**src/rtl/mod_reg16_1to16.sv**
```systemverilog
// Byte-serial to block-parallel collector: assembles N bytes into one block.
// Optional sticky overflow flag enabled by defining MOD_REG16_1TO16_OVF_EN.
module mod_reg16_1to16 #(
  parameter int N = 16,
  parameter int W = 8,
  localparam int IW = $clog2(N),
  localparam int CW = $clog2(N) + 1
) (
  input  logic                clk,
  input  logic                reset,
  input  logic                wr_en,
  input  logic [W-1:0]        i,
  output logic                in_ready,
  input  logic                rd_en,
  input  logic                clr,
  output logic [N-1:0][W-1:0] o,
  output logic                reg_full,
  output logic [CW-1:0]       byte_cnt,
  output logic                ovf
);

  typedef enum logic {
    FILL = 1'b0,
    FULL = 1'b1
  } state_t;

  localparam logic [CW-1:0] LP_LAST = CW'(N - 1);

  state_t               r_state;
  state_t               w_state_nxt;
  logic [CW-1:0]        r_cnt;
  logic [CW-1:0]        w_cnt_nxt;
  logic [N-1:0][W-1:0]  r_data;
  logic                 w_accept;
  logic                 w_last;
  logic [IW-1:0]        w_idx;

  // A byte lands only while collecting and no abort is pending.
  assign w_accept = wr_en & (r_state == FILL) & ~clr;
  assign w_last   = (r_cnt == LP_LAST);
  assign w_idx    = r_cnt[IW-1:0];

  // State and byte counter registers.
  always_ff @(posedge clk or posedge reset) begin
    if (reset) begin
      r_state <= FILL;
      r_cnt   <= '0;
    end else begin
      r_state <= w_state_nxt;
      r_cnt   <= w_cnt_nxt;
    end
  end

  // Next state: clr dominates, then fill progress or block release.
  always_comb begin
    w_state_nxt = r_state;
    w_cnt_nxt   = r_cnt;
    if (clr) begin
      w_state_nxt = FILL;
      w_cnt_nxt   = '0;
    end else begin
      unique case (r_state)
        FILL: begin
          if (wr_en) begin
            w_cnt_nxt = r_cnt + CW'(1);
            if (w_last) begin
              w_state_nxt = FULL;
            end
          end
        end
        FULL: begin
          if (rd_en) begin
            w_state_nxt = FILL;
            w_cnt_nxt   = '0;
          end
        end
      endcase
    end
  end

  // Block storage: old bytes persist until overwritten.
  always_ff @(posedge clk or posedge reset) begin
    if (reset) begin
      r_data <= '0;
    end else if (w_accept) begin
      r_data[w_idx] <= i;
    end
  end

`ifdef MOD_REG16_1TO16_OVF_EN
  logic r_ovf;

  // Sticky flag for bytes pushed while the block is held.
  always_ff @(posedge clk or posedge reset) begin
    if (reset) begin
      r_ovf <= 1'b0;
    end else if (clr) begin
      r_ovf <= 1'b0;
    end else if (wr_en && (r_state == FULL)) begin
      r_ovf <= 1'b1;
    end
  end

  assign ovf = r_ovf;
`else
  assign ovf = 1'b0;
`endif

  assign in_ready = (r_state == FILL);
  assign reg_full = (r_state == FULL);
  assign byte_cnt = r_cnt;
  assign o        = r_data;

endmodule

```
**config.mk**
```make
export PLATFORM = sky130hd
export DESIGN_NAME = mod_reg16_1to16
export DESIGN_NICKNAME = d
export VERILOG_FILES = /design/src/rtl/mod_reg16_1to16.sv
export SDC_FILE = /design/constraint.sdc
export NUM_CORES = 1
export LEC_CHECK = 0
export CAP_MARGIN = 5
export CORE_ASPECT_RATIO = 1.25
export CORE_MARGIN = 2
export CORE_UTILIZATION = 25
export DETAILED_ROUTE_END_ITERATION = 7
export PLACE_DENSITY = 0.59
export SKIP_LAST_GASP = 1
export SLEW_MARGIN = 40
export SYNTH_ARGS = -nofsm -noshare
export SYNTH_HDL_FRONTEND = slang
export SYNTH_SLANG_ARGS = --single-unit
```
**constraint.sdc**
```tcl
create_clock -name clk -period 6.74 [get_ports clk]
set_clock_uncertainty 0.05 [all_clocks]
set_input_delay 2.022 -clock clk [delete_from_list [all_inputs] [get_ports clk]]
set_output_delay 2.022 -clock clk [all_outputs]
set_load 0.03 [all_outputs]
```
==> results_tabular.tex <==
\begin{tabular}{lr}
\hline
Metric & Value \\
\hline
\multicolumn{2}{l}{\textbf{Yosys}} \\
\quad Synth Area in Compound Gates & 1.19\% \\
\quad Mean Syn Cell Area & 15.7 sq um \\
\quad Post-Syn Area & 5350 sq um \\
\quad Top post-synthesis cells by area & dfrtp\_1 63\%, mux2\_2 26\%, ha\_1 1.2\% \\
\quad Yosys warns & 0 \\
\quad Ys flop type & dfrtp\_1 \\
\quad Synthesized-area fraction occupied by adder cells & 1.17\% \\
\quad Share of the synthesized area in the top cell type & 62.7\% \\
\quad Post-synthesis simple-gate area fraction & 5.97\% \\
\quad Largest family of logic cells by synthesized area & multiplexers \\
\quad Post-synth EDFFs & 0 \\
\quad Register area share after synthesis & 62.7\% \\
\quad Most area-hungry cell type in the Yosys netlist & dfrtp\_1 \\
\quad Multiplexer fraction of the synthesized cell area & 27.0\% \\
\quad Synthesized instance count & 340 \\
\quad Post-synthesis sequential element count & 134 \\
\quad Synth Area in XOR/XNOR & 0\% \\
\quad Synthesized netlist net count & 358 \\
\quad Proportion of synthesized flip-flops having asynchronous set or reset & 100\% \\
\quad Number of distinct library cell variants in the gate-level netlist after synthesis & 32 \\
\multicolumn{2}{l}{\textbf{Cells and area}} \\
\quad Synth-to-Final Area Change & 41.5\% \\
\quad Final-stage net count & 508 \\
\quad Fillers & 2013 \\
\quad Highest-count cells in the layout ignoring fill and taps & 142 x clkdlybuf4s50\_1, 134 x dfrtp\_1, 125 x mux2\_2 \\
\quad Proportion of layout cells with a drive suffix above 1 & 35.5\% \\
\quad Diode count & 0 \\
\quad Post-layout util & 36.2\% \\
\quad Leading cell type in the layout, fill and taps excluded & clkdlybuf4s50\_1 \\
\multicolumn{2}{l}{\textbf{Worst setup path}} \\
\quad Path type of the worst setup path & primary input to flop \\
\quad Critical register-to-register path startpoint & byte\_cnt[0] \\
\quad Startpoint type of the worst setup path & primary input \\
\quad Crit path arrival time & 4270 ps \\
\quad CP max FO & 13 \\
\quad Timing startpoint of the critical path & clr \\
\quad Kind of end point of the critical path & flop \\
\quad Worst path required time & 6980 ps \\
\multicolumn{2}{l}{\textbf{Floorplanning}} \\
\quad Vert. Die Dim & 167 um \\
\quad Row Count & 59 \\
\quad Total Die Area & 22600 sq um \\
\quad Initial core utilization & 25.6\% \\
\quad Horizontal die dimension & 135 um \\
\quad Top Ports & 149 \\
\quad Standard cell core area & 20900 sq um \\
\multicolumn{2}{l}{\textbf{Pwr}} \\
\quad Leakage Power & 3.54 nW \\
\quad Switching Fraction & 27.8\% \\
\quad Flop pwr share & 44.0\% \\
\quad Clock network fraction of design power & 39.1\% \\
\quad Logic pwr share & 17.0\% \\
\quad Worst vdd rail ir drop & 0.000161 V \\
\quad Pwr dens & 269 nW/um\^{}2 \\
\quad Internal power summed over all cells & 0.00147 W \\
\quad Switching component of the power & 0.000566 W \\
\multicolumn{2}{l}{\textbf{STA}} \\
\quad Setup violation total in the final timing report & 0 \\
\quad Endpoints failing hold & 0 \\
\quad Number of max-slew violations in the final report & 0 \\
\quad Part of the cycle the worst path needs & 59.8\% \\
\quad Crit path time final & 4030 ps \\
\quad Relative slew slack & 48.8\% \\
\quad Aggregate negative setup slack & 0 ps \\
\quad Worst-Margin Slew & 767 ps \\
\quad Hold\_ws & 441 ps \\
\quad Timing-limited maximum frequency & 248 MHz \\
\quad Setup repair after global routing missed its margin & no \\
\multicolumn{2}{l}{\textbf{Routing}} \\
\quad Vias after detailed routing & 3383 \\
\quad Wire per inst & 19.0 um \\
\quad Detailed Routing Iterations Pass 1 & 4 \\
\quad Total wirelength of the detailed-routed design & 14700 um \\
\quad Number of DRC markers in iteration 0 & 79 \\
\quad Average vias per placed instance & 4.37 \\
\quad Routed Antenna Nets & 0 \\
\quad DRC & 0 \\
\multicolumn{2}{l}{\textbf{Global routing}} \\
\quad Vias in the first global route & 3747 \\
\quad Grt ovf & 0 \\
\quad Largest net degree at the start of global routing & 103 \\
\quad Wire length of the first global-routing pass & 22900 um \\
\quad Global-route usage over all layers & 13.6\% \\
\quad Antenna violations before repair & 0 \\
\multicolumn{2}{l}{\textbf{Clock tree}} \\
\quad \# hold bufs at CTS & 0 \\
\quad Number of buffers on the longest clock path & 2 \\
\quad CTS tree & yes \\
\quad Number of H-tree branching levels & 4 \\
\quad Post-CTS setup buffer count & 0 \\
\quad Post-CTS clock slew at the launch and capture registers of the worst setup and hold paths & 50 ps \\
\quad Number of buffers created by CTS & 17 \\
\quad Insertion delay of the later-clocked pin in the worst-skew pair & 410 ps \\
\quad Sinks on Clock Net & 134 \\
\quad Post-cts gate resize count & 0 \\
\quad Clock root cell & clkbuf\_16 \\
\multicolumn{2}{l}{\textbf{Flow run}} \\
\quad Max\_cap viols & 0 \\
\multicolumn{2}{l}{\textbf{Placement}} \\
\quad Count of buffers from port buffering & 147 \\
\quad Detailed placer's ending HPWL & 10200 um \\
\quad Placer Congestion & 0.701 \\
\multicolumn{2}{l}{\textbf{Hold path}} \\
\quad Type of the worst min-delay path & flop to flop \\
\quad Hold\_sp & o[0] \\
\multicolumn{2}{l}{\textbf{Run status}} \\
\quad Outcome & complete, no violations \\
\hline
\end{tabular}
-- power by group through the flow --
stage	Combinational (W)	Sequential [W]	Clock, W
after floorplan	0.0000802	0.00102	0
after global placement	0.000349	0.000904	0
after detailed placement	0.000352	0.000908	0
after CTS	0.000353	0.000895	0.000820
after global routing	0.000366	0.000901	0.000862
final	0.000345	0.000895	0.000795
-- synthesized netlist by cell type, types with 2 or more instances --
cell,n
inv_1,5
clkbuf_1,8
buf_2,6
dfrtp_1,134
nor2_1,5
mux2_1,3
a21oi_1,4
nand2_2,10
buf_4,3
nand2_1,4
and4bb_2,2
ha_1,5
nor2b_1,7
mux2_2,125
nor3b_4,2
-- cell families after synthesis --
group,Yosys count
buffers and inverters,22
adders and majority gates,5
muxes,128
DFF,134
other,1
and+or+nand+nor,40
AOI/OAI and AO/OA,10
-- path summary, 6_finish.rpt --
path	end	slack, ps	cells past startpoint
min in group asynchronous	o[54]	2080	2
max in group asynchronous	o[70]	3630	3
max reg2reg	o[101]	4410	5
max	o[101]	2710	4
min	o[0]	440	1
min reg2reg	o[0]	440	1
-- critical path: stages --
cell and delay [ps]:
clkdlybuf4s50_1 700, nor2b_1 450, nor2b_1 680, mux2_2 410
-- sequential cells by signal, indices dropped and copies added (netlist names) --
signal and flops:
o 128, byte_cnt 5, reg_full 1
-- layer usage --
layer  up-vias  GRT usage, %  share of wire [%]
met1      1781          15.9                 41
li1       1498             -                  -
met4         0          4.16                1.2
met2        89          23.7                 53
met5         -             0                  0
met3        15          4.36                5.3
-- final cells by class --
class | count | area, sq um | area share [%]
flip-flops and latches | 134 | 3350 | 44.3
multi-input cells | 184 | 1890 | 25.0
repair buffers | 148 | 1450 | 19.2
clock buffers | 20 | 437 | 5.77
well taps | 274 | 343 | 4.53
clock inverters | 10 | 61.3 | 0.810
inverters | 5 | 26.3 | 0.347
-- per-stage QoR --
step                      cell area, sq um  setup slack, ps  power (W)  cells
after global routing                  7560             2580    0.00213    775
after global placement                7090             2360    0.00125    745
after floorplan                       5350             1090    0.00110    340
after CTS                             7570             2670    0.00207    775
final                                 7560             2710    0.00203    775
after detailed placement              7080             2260    0.00126    745
No activity file was read; power rests on OpenSTA's default activity.
